==> config.mk <==
export PLATFORM = sky130hd
export DESIGN_NAME = ssd_key_entry_mux
export DESIGN_NICKNAME = d
export VERILOG_FILES = /design/src/rtl/ssd_key_entry_mux.sv
export SDC_FILE = /design/constraint.sdc
export NUM_CORES = 1
export LEC_CHECK = 0
export CAP_MARGIN = 20
export CORE_UTILIZATION = 25
export DETAILED_ROUTE_END_ITERATION = 16
export GPL_TIMING_DRIVEN = 0
export PLACE_DENSITY = 0.54
export SYNTH_ARGS = -nofsm -noshare
export SYNTH_HDL_FRONTEND = slang
export SYNTH_SLANG_ARGS = --single-unit
==> constraint.sdc <==
create_clock -name clk -period 4.3 [get_ports clk]
set_clock_uncertainty 0.1 [all_clocks]
set_input_delay 0.43 -clock clk [delete_from_list [all_inputs] [get_ports clk]]
set_output_delay 0.43 -clock clk [all_outputs]
set_load 0.005 [all_outputs]
==> src/rtl/ssd_key_entry_mux.sv <==
// ssd_key_entry_mux -- two-digit key-entry buffer and PmodSSD display mux.
//
// Sits behind keypad_decoder. Each rising edge of key_pressed captures
// key_code into the left digit, then the right digit; a third press starts
// a fresh entry (left=code, right=0). Both digits are time-multiplexed onto
// the shared seg bus with a free-running chip_sel toggle.
//
// Parameters:
//   clk_freq    system clock in Hz
//   refresh_hz  full two-digit refresh rate in Hz
//               DIGIT_CYCLES = clk_freq/(2*refresh_hz), must be >= 2
// Ports:
//   clk, rst              clock, async active-high reset
//   key_code[3:0]         hex code, valid while key_pressed
//   key_pressed           key held level (synchronous to clk)
//   clear                 one-cycle pulse, empties both digits
//   seg[6:0]              {a,b,c,d,e,f,g}, active-high, registered
//   chip_sel              1 = left digit driven, 0 = right, registered
//   left_digit[3:0]       captured left value
//   right_digit[3:0]      captured right value
//   digit_count[1:0]      number of valid digits (0..2)
// Build option:
//   SSD_BLANK_EN          defined: invalid digits are blanked;
//                         undefined: invalid digits show their stored 0

// Hex to 7-segment, {a..g}, lowercase b and d.
module ssd_hex_dec (
  input  logic [3:0] code,
  output logic [6:0] seg
);
  always_comb begin
    seg = 7'b0000000;
    case (code)
      4'h0: seg = 7'b1111110;
      4'h1: seg = 7'b0110000;
      4'h2: seg = 7'b1101101;
      4'h3: seg = 7'b1111001;
      4'h4: seg = 7'b0110011;
      4'h5: seg = 7'b1011011;
      4'h6: seg = 7'b1011111;
      4'h7: seg = 7'b1110000;
      4'h8: seg = 7'b1111111;
      4'h9: seg = 7'b1111011;
      4'hA: seg = 7'b1110111;
      4'hB: seg = 7'b0011111;
      4'hC: seg = 7'b1001110;
      4'hD: seg = 7'b0111101;
      4'hE: seg = 7'b1001111;
      4'hF: seg = 7'b1000111;
      default: seg = 7'b0000000;
    endcase
  end
endmodule

module ssd_key_entry_mux #(
  parameter int clk_freq   = 125_000_000,
  parameter int refresh_hz = 100
) (
  input  logic       clk,
  input  logic       rst,
  input  logic [3:0] key_code,
  input  logic       key_pressed,
  input  logic       clear,
  output logic [6:0] seg,
  output logic       chip_sel,
  output logic [3:0] left_digit,
  output logic [3:0] right_digit,
  output logic [1:0] digit_count
);
  localparam int DIGIT_CYCLES = clk_freq / (2 * refresh_hz);
  localparam int CW           = (DIGIT_CYCLES > 1) ? $clog2(DIGIT_CYCLES) : 1;
  localparam int NUM_DIGITS   = 2;

  // FSM encoding doubles as the valid-digit count.
  localparam logic [1:0] S_EMPTY = 2'd0;
  localparam logic [1:0] S_ONE   = 2'd1;
  localparam logic [1:0] S_TWO   = 2'd2;

  logic [1:0]    state;
  logic          kp_q;
  logic [CW-1:0] ref_cnt;
  logic          press_evt;
  logic          ref_tc;
  logic          sel_next;
  logic [6:0]    seg_next;

  // Index 1 = left digit, 0 = right digit, so chip_sel indexes directly.
  logic [NUM_DIGITS-1:0][3:0] dval;
  logic [NUM_DIGITS-1:0][6:0] dseg;

  assign press_evt   = key_pressed & ~kp_q;
  assign ref_tc      = (ref_cnt == CW'(DIGIT_CYCLES - 1));
  assign sel_next    = ref_tc ? ~chip_sel : chip_sel;
  assign digit_count = state;
  assign dval        = {left_digit, right_digit};

  for (genvar g = 0; g < NUM_DIGITS; g++) begin : g_dec
    ssd_hex_dec u_dec (
      .code (dval[g]),
      .seg  (dseg[g])
    );
  end

  // seg uses the post-edge chip_sel but the pre-edge digits, so a fresh
  // capture appears on seg one edge after the digit register changes.
`ifdef SSD_BLANK_EN
  logic [NUM_DIGITS-1:0] dvalid;
  assign dvalid[1] = (state != S_EMPTY);
  assign dvalid[0] = (state == S_TWO);
  assign seg_next  = dvalid[sel_next] ? dseg[sel_next] : 7'b0000000;
`else
  assign seg_next  = dseg[sel_next];
`endif

  // Press edge detect.
  always_ff @(posedge clk or posedge rst) begin
    if (rst) kp_q <= 1'b0;
    else     kp_q <= key_pressed;
  end

  // Refresh divider and registered display outputs.
  always_ff @(posedge clk or posedge rst) begin
    if (rst) begin
      ref_cnt  <= '0;
      chip_sel <= 1'b0;
      seg      <= 7'b0000000;
    end else begin
      ref_cnt  <= ref_tc ? '0 : ref_cnt + 1'b1;
      chip_sel <= sel_next;
      seg      <= seg_next;
    end
  end

  // Entry FSM; clear wins over a same-cycle press, which is dropped.
  always_ff @(posedge clk or posedge rst) begin
    if (rst) begin
      state       <= S_EMPTY;
      left_digit  <= 4'h0;
      right_digit <= 4'h0;
    end else if (clear) begin
      state       <= S_EMPTY;
      left_digit  <= 4'h0;
      right_digit <= 4'h0;
    end else if (press_evt) begin
      case (state)
        S_ONE: begin
          right_digit <= key_code;
          state       <= S_TWO;
        end
        S_TWO: begin
          left_digit  <= key_code;
          right_digit <= 4'h0;
          state       <= S_ONE;
        end
        default: begin
          left_digit <= key_code;
          state      <= S_ONE;
        end
      endcase
    end
  end
endmodule

==> results of run 1 <==
where the power goes:
| part | total (mW) | switching, mW | leakage, nW | internal, mW |
|---|---|---|---|---|
| Combinational | 0.102 | 0.0496 | 0.619 | 0.0521 |
| Sequential | 0.389 | 0.0102 | 0.496 | 0.378 |
| Clock | 0.252 | 0.139 | 0.0402 | 0.113 |
| Total | 0.742 | 0.198 | 1.16 | 0.543 |
routing by layer:
metal	track usage, %	up-vias	wire [um]
met5	0	-	0
met4	2.99	0	54
met3	3.43	7	147
met2	16.9	28	2110
met1	14.3	783	2220
li1	-	811	-
cell families after synthesis:
kind of cell	share of synthesized area, %
compound gates	7.56
xor+xnor	8.07
fa+ha+maj	8.59
buf+inv	2.98
flops	44.6
mux	7.56
simple gates	20.6
final cells by class:
type | instances | area, um^2
timing repair buffer | 24 | 240
buffer | 6 | 23.8
sequential | 39 | 976
inverter | 11 | 41.3
fill | 886 | 5690
multi-input combinational | 162 | 1140
tap | 105 | 131
clock buffer | 5 | 68.8
clock inverter | 3 | 20.0
synthesized netlist by cell type, types with 2 or more instances:
library cell / instances / area share (%)
a211oi_1: 2 / 0.69
a21oi_1: 10 / 2.3
a22oi_1: 5 / 1.7
a31oi_1: 4 / 1.1
and2_1: 3 / 0.86
and3_1: 2 / 0.57
and4_1: 2 / 0.80
clkbuf_1: 4 / 0.69
dfrtp_1: 39 / 45
ha_1: 15 / 8.6
inv_1: 11 / 1.9
mux2_4: 2 / 1.4
mux2i_1: 9 / 4.1
mux4_2: 2 / 2.1
nand2_1: 22 / 3.8
nand3_1: 4 / 0.92
nand4_1: 5 / 1.4
nor2_1: 30 / 5.2
nor2b_1: 5 / 1.4
nor3_1: 4 / 0.92
nor3b_1: 2 / 0.69
nor4_1: 2 / 0.57
o21ai_0: 4 / 0.92
o32ai_1: 2 / 0.80
xnor2_1: 8 / 3.2
xor2_1: 9 / 3.6
flip-flops by register name, indices dropped and copies added (netlist names):
register,count
ref_cnt,20
seg,7
left_digit,4
right_digit,4
digit_count,2
chip_sel,1
kp_q,1
per-stage QoR:
step           hold slack, ns  power, mW
2_1_floorplan           0.333      0.452
3_3_place_gp            0.361      0.498
3_5_place_dp            0.361      0.499
4_1_cts                 0.375      0.756
5_1_grt                 0.419      0.781
6_report                0.369      0.742
worst reg2reg max path, stage by stage (launching register included):
cell and delay (ns):
dfrtp_1 0.38, ha_1 0.24, nand4_1 0.12, nor4b_2 0.23, and4_4 0.29, xnor2_4 0.21
mux2_4 0.34
worst min path at each step:
stage	end	slack, ns	cells after the start
4_1_cts	ref_cnt[0]	0.37	1
3_5_place_dp	ref_cnt[0]	0.36	1
3_3_place_gp	ref_cnt[0]	0.36	1
5_1_grt	ref_cnt[0]	0.42	1
2_1_floorplan	ref_cnt[0]	0.33	1
6_report	ref_cnt[0]	0.37	1
==> impl_metrics.json, run 1 <==
{
  "status": "completed",
  "firstDrtPassIters": 4,
  "io_pins": 26,
  "leakage_nw": 1.16,
  "die_area_um2": 9120,
  "cts_buffers": 5,
  "reg2reg_from": "ref_cnt[0]",
  "ant_nets": 0,
  "crit_path_max_fanout": 8,
  "syn_avg_cell_area_um2": 10.0,
  "crit_path_end": "seg[0]",
  "async_reset_ff_share_pct": 100,
  "synth_nets": 241,
  "yosysUniqueCellTypes": 37,
  "finalSetupViolCount": 0,
  "holdCritStartpoint": "ref_cnt[0]",
  "rsz0062_at_grt": "no",
  "syn_area_um2": 2190,
  "portBuffers": 24,
  "worstPathCellList": "ha_1 -> nand4_1 -> nor4b_2 -> and4_4 -> xnor2_4 -> mux2_4",
  "cp_num_buf_inv": 0,
  "syn_inst": 218,
  "hold_viol_final": 0,
  "hpwl_um": 3280,
  "layout-drive-gt1-share_pct": 7.60,
  "place.gp.congestion": 0.845,
  "cts.clk_slew.worst_paths_ns": 0.08,
  "start_util_pct": 26.2,
  "fmax_mhz": 494,
  "start_kind": "flop",
  "grt_pass1_vias": 1556,
  "worst_slew_pin_slew_ns": 0.827,
  "synth_ff_type": "dfrtp_1",
  "cp_slowest_stage_delay_ns": 0.38,
  "placed_area_um2": 2560,
  "ir_drop_uv": 118,
  "fin_nets": 272,
  "utilization_pct": 31.7,
  "crit_type": "reg2reg",
  "postCtsSetupBuffers": 0,
  "dp_slack_ns": 2.27,
  "setup_tns_ns": 0,
  "antennaDiodeCount": 0,
  "rrSetupSlack_ns": 2.28,
  "fin_area_um2": 2650,
  "synth_seq_cells": 39,
  "vias": 1629,
  "post_cts_resized": 0,
  "cts.path.max_buffers": 2,
  "synth_edf_count": 0,
  "synth_seq_area_share_pct": 44.6,
  "fp.dieW_um": 95.5,
  "required_ns": 4.38,
  "clock-sinks": 39,
  "synth-warning-count": 0,
  "maxCapViolations": 0,
  "routed_wl_um": 4530,
  "slew_violations": 0,
  "cts_hold_buf": 0,
  "final_cell_mix": "dfrtp_1, nor2_1, clkdlybuf4s50_1",
  "arrival_ns": 2.10,
  "post_drt_wl_per_cell_um": 12.8,
  "grt_pass1_wl_um": 7510,
  "period_share_pct": 47.1,
  "cpLargestDelayFamily": "simple AND/OR/NAND/NOR gates",
  "critPathSlowestCell": "dfrtp_1",
  "cp.depth": 6,
  "num_rows": 33,
  "tritoncts": "yes",
  "final_cells": 355,
  "regToRegEndpoint": "seg[0]",
  "remaining_drc_errors": 0,
  "end_kind": "flop",
  "worstSetupStartpoint": "ref_cnt[0]",
  "syn_to_final_growth_pct": 21.1,
  "grt_max_degree": 40,
  "antenna_found_initial": 0,
  "min_path_type": "reg2reg",
  "setup_ws_ns": 2.28,
  "overflow": 0,
  "final_common_cell": "dfrtp_1",
  "cts_max_level": 2,
  "min_period_ns": 2.02,
  "core_um2": 8340,
  "drt-vias-per-instance": 4.59,
  "p_per_area_nw_per_um2": 280,
  "grt_use_total_pct": 10.8,
  "cts_root_buffer": "clkbuf_8",
  "dieHeight_um": 95.5,
  "r2r_cells": 6,
  "dp.cells": 347,
  "clk_latency_ns": 0.29,
  "first_iter_violations": 26,
  "max_slew_margin_pct": 44.8
}
No activity file was read; power rests on OpenSTA's default activity.
==> inputs of run 2 (changes only) <==
clock period = 1.95 ns   (was 4.3 ns; I/O delays follow)
==> impl_metrics.json, run 2 (same netlist as run 1, synthesis figures left out) <==
{
  "crit_type": "reg2reg",
  "cts_hold_buf": 0,
  "grt_max_degree": 40,
  "ant_nets": 0,
  "largestRegisters": "ref_cnt (20), seg (7)",
  "fin_nets": 277,
  "antenna_found_initial": 0,
  "rrSetupSlack_ns": 0.05,
  "cp_num_buf_inv": 0,
  "antennaDiodeCount": 0,
  "dp.cells": 347,
  "clock-sinks": 39,
  "start_kind": "flop",
  "remaining_drc_errors": 0,
  "cpLargestDelayFamily": "simple AND/OR/NAND/NOR gates",
  "status": "completed",
  "die_area_um2": 9120,
  "cts.clk_slew.worst_paths_ns": 0.08,
  "largest_register": "ref_cnt",
  "cts_root_buffer": "clkbuf_8",
  "routed_wl_um": 4580,
  "firstDrtPassIters": 4,
  "max_slew_margin_pct": 44.4,
  "start_util_pct": 26.2,
  "worstHoldPathCells": 2,
  "hold_viol_final": 0,
  "cts.path.max_buffers": 2,
  "final_common_cell": "dfrtp_1",
  "cts_max_level": 2,
  "hpwl_um": 3280,
  "required_ns": 2.03,
  "p_per_area_nw_per_um2": 605,
  "power.total_mw": 1.64,
  "regToRegEndpoint": "seg[0]",
  "num_rows": 33,
  "arrival_ns": 1.98,
  "critPathSlowestCell": "dfrtp_1",
  "min_period_ns": 1.90,
  "final_cell_mix": "dfrtp_1, nor2_1, clkdlybuf4s50_1",
  "end_kind": "flop",
  "r2r_cells": 6,
  "drt-vias-per-instance": 4.60,
  "leakage_nw": 1.18,
  "layout-drive-gt1-share_pct": 10.2,
  "fmax_mhz": 526,
  "dp_slack_ns": -0.0764,
  "syn_to_final_growth_pct": 23.8,
  "first_iter_violations": 21,
  "post_drt_wl_per_cell_um": 12.7,
  "worst_slew_pin_slew_ns": 0.833,
  "maxCapViolations": 0,
  "tritoncts": "yes",
  "holdCritStartpoint": "clear",
  "clk_latency_ns": 0.29,
  "finalSetupViolCount": 0,
  "worstSetupStartpoint": "ref_cnt[1]",
  "slew_violations": 0,
  "dieHeight_um": 95.5,
  "fp.dieW_um": 95.5,
  "final_cells": 360,
  "nFillCells": 877,
  "ir_drop_uv": 260,
  "grt_use_total_pct": 10.9,
  "setup_tns_ns": 0,
  "portBuffers": 24,
  "largest_reg_flops": 20,
  "core_um2": 8340,
  "whs_ns": 0.194,
  "place.gp.congestion": 0.845,
  "rsz0062_at_grt": "yes",
  "period_share_pct": 97.5,
  "grt_pass1_vias": 1574,
  "vias": 1656,
  "min_path_type": "in2reg",
  "cp_slowest_stage_delay_ns": 0.40,
  "reg2reg_from": "ref_cnt[1]",
  "crit_path_max_fanout": 7,
  "cts_buffers": 5,
  "setup_ws_ns": 0.0482,
  "overflow": 0,
  "io_pins": 26,
  "worstPathCellList": "ha_4 -> nand4_1 -> nor4b_2 -> and4_4 -> xnor2_4 -> mux2_4",
  "holdPathEnd": "left_digit[1]",
  "grt_pass1_wl_um": 7570
}
==> run 2: final cells by class <==
cell class	instances	area, um^2	share of cell area, %
Clock buffer	5	68.8	2.54
Multi-Input combinational cell	162	1160	43.0
Sequential cell	39	976	36.1
Timing Repair Buffer	29	282	10.4
Tap cell	105	131	4.85
Inverter	11	41.3	1.53
Buffer	6	23.8	0.878
Clock inverter	3	20.0	0.740
==> run 2: how the worst max path moves through the flow <==
stage	endpoint	slack [ns]	cells past startpoint
floorplan	seg[0]	0.08	6
global placement	seg[3]	-0.15	2
detailed placement	seg[0]	-0.08	6
CTS	seg[0]	0.004	6
global route	seg[0]	-0.09	6
finish	seg[0]	0.05	6
==> run 2: per-stage QoR <==
step / util [%] / area, um^2
floorplan: - / 2190
global placement: 30.7 / 2560
detailed placement: 30.7 / 2560
CTS: 32.1 / 2680
global route: 32.4 / 2710
finish: 32.4 / 2710
==> run 2: report_power, final <==
part | switching [mW] | total, mW | leakage (nW) | internal [mW]
registers | 0.0224 | 0.857 | 0.496 | 0.834
clock network | 0.307 | 0.556 | 0.0402 | 0.249
logic | 0.109 | 0.224 | 0.645 | 0.115
total | 0.439 | 1.64 | 1.18 | 1.20
==> run 2: metal layers <==
| layer | track usage [%] | part of all wire [%] | wire [um] |
|---|---|---|---|
| met4 | 2.99 | 1.2 | 54 |
| met5 | 0 | 0 | 0 |
| met1 | 14.3 | 48 | 2200 |
| met2 | 17.1 | 47 | 2150 |
| met3 | 3.43 | 3.7 | 168 |
==> run 2: what timing repair did <==
action | 4_1_cts | 5_1_grt
cloned | 0 | 0
pin swaps | 3 | 2
setup buffers | 3 | 2
resized for setup | 2 | 2
endpoints found under the setup margin | 5 | 11
==> inputs of run 3 (changes only) <==
CTS_CLUSTER_DIAMETER = 150   (was not set)
HOLD_SLACK_MARGIN = 0.02   (was not set)
==> results of run 3 <==
Same layout as run 2: the final DEF is identical, and so are final timing and power.
